`src/rtl/mux4_arb_pkg.sv`:
```
// Shared types and helpers for the 4-input round-robin mux arbiter.
// Latency: n/a (package only).
// Backpressure: n/a (package only).
package mux4_arb_pkg;

    localparam int NUM_REQ = 4;

    typedef enum logic [1:0] {
        IDLE  = 2'd0,
        GRANT = 2'd1,
        GAP   = 2'd2
    } arb_state_t;

    // Mux input Ik is selected by code 3-k (I3=00 ... I0=11).
    function automatic logic [1:0] owner_to_sel(input logic [1:0] owner);
        return 2'd3 - owner;
    endfunction

endpackage

```
`src/rtl/rr_pick4.sv`:
```
// Round-robin picker: first set req bit searching upward from last+1 with wrap.
// Latency: purely combinational.
// Backpressure: none; found=0 when no request bit is set.
module rr_pick4
    import mux4_arb_pkg::*;
(
    input  logic [NUM_REQ-1:0] req,
    input  logic [1:0]         last,
    output logic               found,
    output logic [1:0]         index
);

    // Scan last+1, last+2, last+3, last (the previous owner gets lowest priority).
    always_comb begin
        logic [1:0] cand;
        found = 1'b0;
        index = 2'd0;
        cand  = 2'd0;
        for (int i = 1; i <= NUM_REQ; i++) begin
            cand = last + 2'(i);
            if (!found && req[cand]) begin
                found = 1'b1;
                index = cand;
            end
        end
    end

endmodule

```
`src/rtl/mux4_rr_arbiter.sv`:
```
// Round-robin owner arbiter for an external 4:1 mux, with hold limit and a one-cycle gap between owners.
// Latency: grant one cycle after a request is first sampled; select code registered with the grant.
// Backpressure: an owner is forced off after MAX_HOLD cycles only if another requester waits.
module mux4_rr_arbiter
    import mux4_arb_pkg::*;
#(
    parameter int MAX_HOLD = 8
) (
    input  logic               CLK,
    input  logic               RST,
    input  logic [NUM_REQ-1:0] REQ,
    output logic [NUM_REQ-1:0] GNT,
    output logic               S1,
    output logic               S0,
    output logic               VALID
);

    localparam logic [7:0] MAX_HOLD_C = 8'(MAX_HOLD);

    arb_state_t         state, state_nxt;
    logic [NUM_REQ-1:0] gnt, gnt_nxt;
    logic [1:0]         sel, sel_nxt;
    logic [1:0]         last, last_nxt;
    logic [7:0]         hcnt, hcnt_nxt;
    logic               pick_found;
    logic [1:0]         pick_index;
    logic [NUM_REQ-1:0] others_req;

    rr_pick4 u_pick (
        .req   (REQ),
        .last  (last),
        .found (pick_found),
        .index (pick_index)
    );

    // Requests from everyone except the current owner (held in last during GRANT).
    assign others_req = REQ & ~(4'b0001 << last);

    // Next-state and next-output decision; all outputs are registered from these.
    always_comb begin
        state_nxt = state;
        gnt_nxt   = gnt;
        sel_nxt   = sel;
        last_nxt  = last;
        hcnt_nxt  = hcnt;
        unique case (state)
            IDLE, GAP: begin
                gnt_nxt   = '0;
                hcnt_nxt  = 8'd0;
                state_nxt = IDLE;
                if (pick_found) begin
                    state_nxt = GRANT;
                    gnt_nxt   = 4'b0001 << pick_index;
                    sel_nxt   = owner_to_sel(pick_index);
                    last_nxt  = pick_index;
                    hcnt_nxt  = 8'd1;
                end
            end
            GRANT: begin
                if (!REQ[last]) begin
                    state_nxt = GAP;
                    gnt_nxt   = '0;
                    hcnt_nxt  = 8'd0;
                end else if (hcnt < MAX_HOLD_C) begin
                    hcnt_nxt  = hcnt + 8'd1;
                end else if (|others_req) begin
                    state_nxt = GAP;
                    gnt_nxt   = '0;
                    hcnt_nxt  = 8'd0;
                end else begin
                    // Nobody else waiting: keep the owner and start a fresh hold window.
                    hcnt_nxt  = 8'd1;
                end
            end
            default: begin
                state_nxt = IDLE;
                gnt_nxt   = '0;
                hcnt_nxt  = 8'd0;
            end
        endcase
    end

    // State register; reset wins over any request sampled on the same edge.
    always_ff @(posedge CLK) begin
        if (RST) begin
            state <= IDLE;
            gnt   <= '0;
            sel   <= 2'b00;
            last  <= 2'd3;
            hcnt  <= 8'd0;
        end else begin
            state <= state_nxt;
            gnt   <= gnt_nxt;
            sel   <= sel_nxt;
            last  <= last_nxt;
            hcnt  <= hcnt_nxt;
        end
    end

    assign GNT   = gnt;
    assign S1    = sel[1];
    assign S0    = sel[0];
    assign VALID = |gnt;

endmodule

```
`config.mk`:
```
export PLATFORM = sky130hd
export DESIGN_NAME = mux4_rr_arbiter
export DESIGN_NICKNAME = d
export VERILOG_FILES = /design/src/rtl/mux4_arb_pkg.sv /design/src/rtl/rr_pick4.sv /design/src/rtl/mux4_rr_arbiter.sv
export SDC_FILE = /design/constraint.sdc
export NUM_CORES = 1
export LEC_CHECK = 0
export BUFFER_PORTS_ARGS = -buffer_cell sky130_fd_sc_hd__buf_2
export CAP_MARGIN = 20
export CORE_MARGIN = 3
export CORE_UTILIZATION = 30
export CTS_CLUSTER_DIAMETER = 40
export DETAILED_ROUTE_END_ITERATION = 10
export SETUP_SLACK_MARGIN = 0.15
export SLEW_MARGIN = 15
export SYNTH_ARGS = -nofsm -noshare
export SYNTH_HDL_FRONTEND = slang
export SYNTH_SLANG_ARGS = --single-unit
```
`constraint.sdc`:
```
create_clock -name CLK -period 3.01 [get_ports CLK]
set_input_delay 0.4515 -clock CLK [delete_from_list [all_inputs] [get_ports CLK]]
set_output_delay 0.4515 -clock CLK [all_outputs]
set_load 0.03 [all_outputs]
```
======== Word level (Yosys, flattened, before mapping) ========
Cells that the tools add are included.
operators by class
  $add $sub $neg .......................... 5
  magnitude comparators ................... 5
  equality and inequality tests ........... 4
  shifts and indexed selects .............. 2
  multiplexer cells ....................... 31
  bitwise logic cells ..................... 2
  reductions and logical operators ........ 12
operator list
  cell                   count
  $mux W4                4
  $mux W8                2
  $pmux W8 S2            1
  $mux W2                7
  $lt A2 B3 Y1 const B   4
  $mux W1                11
  $add A8 B1 Y8 const B  1
  $bmux W1 S2            4
  $lt A8 B4 Y1 const B   1
  $pmux W4 S2            1
  $reduce_or A4 Y1       2
  $shl A1 B2 Y4 const A  2
  $ne A3 B3 Y1 const B   2
  $add A2 B2 Y2 const B  2
  $and A4 B4 Y4          1
  $not A4 Y4             1
  $pmux W2 S2            1
  $reduce_and A2 Y1      2
  $logic_and A1 B1 Y1    3
  $logic_not A1 Y1       3
  $add A2 B1 Y2 const B  1
  $eq A2 B1 Y1 const B   1
  $eq A2 B2 Y1 const B   1
  $logic_not A2 Y1       1
  2 further kinds        2
word-level totals
  flip-flop bits (word level) ............. 18
  bits of input ports ..................... 6
  output and inout port bits .............. 7
  word-level logic and storage cells ...... 66

======== Logic depth before layout (Yosys ltp) ========
  depth in word-level cells ............... 16
  gate-level depth with buffers ........... 8

======== Hierarchy ========
From an unflattened synthesis, not the netlist that was laid out.
unflattened totals
  cells, all modules ...................... 78
  area, all modules ....................... 769.5 um2
modules (own cells, without submodules)
  module           instances  cells an instance  area each (um2)  sequential area each (um2)
  mux4_rr_arbiter  1          64                 678.2            360.3
  rr_pick4         1          14                 91.3             0.0

======== Worst setup path after synthesis ========
Ideal clock, no wire load.
  path type ............................... reg2reg
  start point ............................. register last[0]
  end point ............................... register last[0]
  library setup time ...................... 0.115 ns
  data arrival time ....................... 2.394 ns
  data required time ...................... 2.895 ns
  slack ................................... 0.502 ns
  cell stages (with the launch flop) ...... 9
  path buffers ............................ 1
  clock period less this slack ............ 2.508 ns
  cell sequence ........................... dfxtp_1 -> buf_2 -> inv_1 -> ha_1 -> mux4_2 -> nor2b_4 -> a211oi_2 -> o221ai_1 -> a21o_2
between the ends
  cells in the longest elaborated chain, start to end .. 14
  elaborated cells between the ends (all ways) .. 26
RTL lines
  what                           line                   text
  start, declared                mux4_rr_arbiter.sv:23  logic [1:0] last, last_nxt;
  start signal, assigned         mux4_rr_arbiter.sv:95  last <= last_nxt;
  $add A2 B1 Y2                  rr_pick4.sv:20         cand = last + 2'(i);
  $bmux W1 S2                    rr_pick4.sv:21         if (!found && req[cand]) begin
  $mux W1 (not written as such)  rr_pick4.sv:21
  $mux W1                        rr_pick4.sv:21
  $logic_not A1 Y1               rr_pick4.sv:21
  $logic_and A1 B1 Y1            rr_pick4.sv:21
  $mux W1                        rr_pick4.sv:21
  $logic_not A1 Y1               rr_pick4.sv:21
  $logic_and A1 B1 Y1            rr_pick4.sv:21
  $mux W1                        rr_pick4.sv:21
  $logic_not A1 Y1               rr_pick4.sv:21
  $logic_and A1 B1 Y1            rr_pick4.sv:21
  $mux W1                        rr_pick4.sv:21
  $reduce_and A2 Y1 (no line)    n/a
Parallel ways exist; a longest one is shown, timed or not. The select of a mux whose other input is x is not followed.
A chain may end at the register's enable or synchronous reset.

======== Worst setup path after layout ========
  start point ............................. register last[1]
  end point ............................... register last[0]
Same word-level chain as after synthesis.

==> impl_metrics.yaml <==
power_and_ir_drop:
  share_comb_of_total_power_pct: 41.5
  powerDensity_mw_per_mm2: 612
  pwr-share-clk_pct: 16.4
  power_switching_mw: 0.241
  p_int_mw: 0.428
  p_sw_share_pct: 36.0
  p_leak_nw: 0.475
  irDropWorstVdd_uv: 252
  pwr-share-seq_pct: 42.1
cts:
  clk-insertion-delay-late_ns: 0.28
  postCtsHoldBufs: 0
  cts_sinks: 18
  cts_tree: "yes"
  cts_buffer_depth: 2
  cts_resized: 0
  htreeDepth: 1
  cts_root_buf: "clkbuf_4"
  cts_made_buffers: 3
  clkTransAtPathRegs_ns: 0.09
  cts_setup_buffers: 0
logic_synthesis:
  synth_edf_count: 0
  ys_seq_elements: 18
  ys.flop_type: "dfxtp_1"
  syn_avg_cell_area_um2: 9.81
  async_flop_share_pct: 0
  ys_warn_count: 0
  syn-cell-area_um2: 961
  yosysUniqueCellTypes: 40
  synthCells: 98
  synth_seq_area_share_pct: 37.5
grt:
  grt_max_degree: 15
  track_usage_pct: 9.54
  antenna_found_initial: 0
  gr-total-overflow: 0
  grt_pass1_wl_um: 3040
  grt_pass1_vias: 710
timing:
  period_needed_ns: 2.51
  drv_slew: 0
  fmax_mhz: 398
  rsz0062_at_grt: "false"
  worstMarginPinSlew_ns: 0.562
  relSlewSlack_pct: 61.6
  finClkSkew_ns: 0.00765
  final-hold-violation-count: 0
  finalCritPeriodShare_pct: 83.5
  holdWs_ns: 0.429
  finalWorstSetupSlack_ns: 0.498
  setup-tns-final_ns: 0
  finalSetupViolations: 0
drt:
  wirelength_um: 1750
  vias: 741
  drt-initial-drc-count: 50
  drc: 0
  antenna_left: 0
  dr.pass1.iters: 4
  via_per_inst: 4.78
  drt-wirelength-per-cell_um: 11.3
final_layout:
  multiInputGateArea_um2: 576
  diodes: 0
  final_common_cell: "dfxtp_1"
  drive_gt1_share_pct: 21.2
  nets: 126
  regArea_um2: 360
  area_delta_synth_final_pct: 13.8
  final_area_mm2: 0.00109
  fin_util_pct: 37.7
  final_cell_mix: "dfxtp_1, buf_2, nor2_1"
  fillCellCount: 308
floorplan:
  ios: 13
  core_mm2: 0.00290
  die_y_um: 62.6
  core.rowCount: 19
  die_area_mm2: 0.00392
  die_x_um: 62.6
  initial_core_util_pct: 33.1
place:
  dpl_cell_area_mm2: 0.00107
  gp_congestion: 0.778
  portBuffers: 12
  dp_hpwl_um: 1360
  dpl_worst_slack_ns: 0.507
worst_setup_path:
  path_max_fanout: 8
  timing.critical_path.cells: "inv_1 -> ha_1 -> mux4_2 -> nor2b_4 -> a211oi_2 -> o221ai_1 -> a21o_2"
  arrival_ns: 2.70
  cpMaxStageDelayCell: "mux4_2"
  cpPeakStageDelay_ns: 0.55
  crit_type: "flop to flop"
  crit_path_end_kind: "flop"
  crit_required_ns: 3.20
  cp-start-kind: "flop"
worst_hold_path:
  hold_path_class: "primary input to flop"
status:
  outcome: "completed"
flow_run:
  max_cap_viol_count: 0
==> critical path, delay by kind of cell, from the launching register on <==
kind / cells / cell delay, ns
AND/OR/NAND/NOR: 1 / 0.15
AO/OA/AOI/OAI: 3 / 0.66
buffers and inverters: 1 / 0.12
adder cells (fa/ha/maj): 1 / 0.46
multiplexers: 1 / 0.55
flip-flops: 1 / 0.48
==> power by group through the flow <==
stage	combinational, mW	sequential [mW]	clock, mW
after floorplan	0.192	0.315	0
after global placement	0.273	0.286	0
after detailed placement	0.277	0.287	0
after CTS	0.278	0.282	0.114
after global routing	0.301	0.287	0.129
final	0.278	0.282	0.110
==> registers in the layout (all words and copies together) (netlist names) <==
signal  count
GNT         4
state       2
last        2
hcnt        8
sel         2
==> cell type report <==
cell class	instances	area share (%)
Timing Repair Buffer	13	6.18
Multi-Input combinational cell	75	52.6
Clock buffer	3	2.06
Tap cell	42	4.81
Inverter	4	1.37
Sequential cell	18	33.0
==> per-layer routing <==
| layer | up-vias | wire length (um) | track usage, % | part of all wire (%) |
|---|---|---|---|---|
| met2 | 13 | 820 | 16.2 | 47 |
| met1 | 339 | 841 | 11.3 | 48 |
| li1 | 387 | - | - | - |
| met4 | 0 | 10 | 4.13 | 0.57 |
| met3 | 2 | 80 | 2.34 | 4.6 |
| met5 | - | 0 | 0 | 0 |
==> per-stage QoR <==
step | power [mW] | std cells
floorplan | 0.506 | 101
global placement | 0.559 | 152
detailed placement | 0.565 | 152
CTS | 0.674 | 155
global route | 0.718 | 155
finish | 0.669 | 155
==> worst paths after layout <==
kind	from	to	slack, ns	cells after the start
worst max-delay path	last[1]	last[0]	0.50	7
worst min-delay path	RST	sel[1]	0.43	2
worst max register to register	last[1]	last[0]	0.50	7
worst min register to register	sel[1]	sel[1]	0.46	2
==> synth_stat cells (2+ instances only) <==
| master | n | area share (%) |
|---|---|---|
| o21ai_0 | 3 | 1.6 |
| o21a_1 | 2 | 1.6 |
| dfxtp_1 | 18 | 38 |
| or4_1 | 2 | 1.6 |
| mux4_1 | 2 | 5.5 |
| nand2_1 | 7 | 2.7 |
| nor2_1 | 8 | 3.1 |
| nand3_1 | 3 | 1.6 |
| inv_1 | 4 | 1.6 |
| mux2i_1 | 3 | 3.1 |
| nor2b_1 | 4 | 2.6 |
| a32o_1 | 4 | 4.2 |
| o221ai_1 | 2 | 1.8 |
| a21oi_1 | 6 | 3.1 |
| ha_1 | 5 | 6.5 |
==> cell families (layout without fill, tap and decap cells) <==
kind of cell               Yosys count  after routing  synth area share, %
and+or+nand+nor                     34             34                 20.4
AOI/OAI and AO/OA                   24             24                 18.6
DFF                                 18             18                 37.5
buffers and inverters                8             20                 3.77
muxes                                6              6                 10.9
adders and majority gates            5              5                 6.51
xor gates and xnor gates             2              2                 1.82
other                                1              4                0.390
Note: power is estimated with default switching activity, not from simulation.
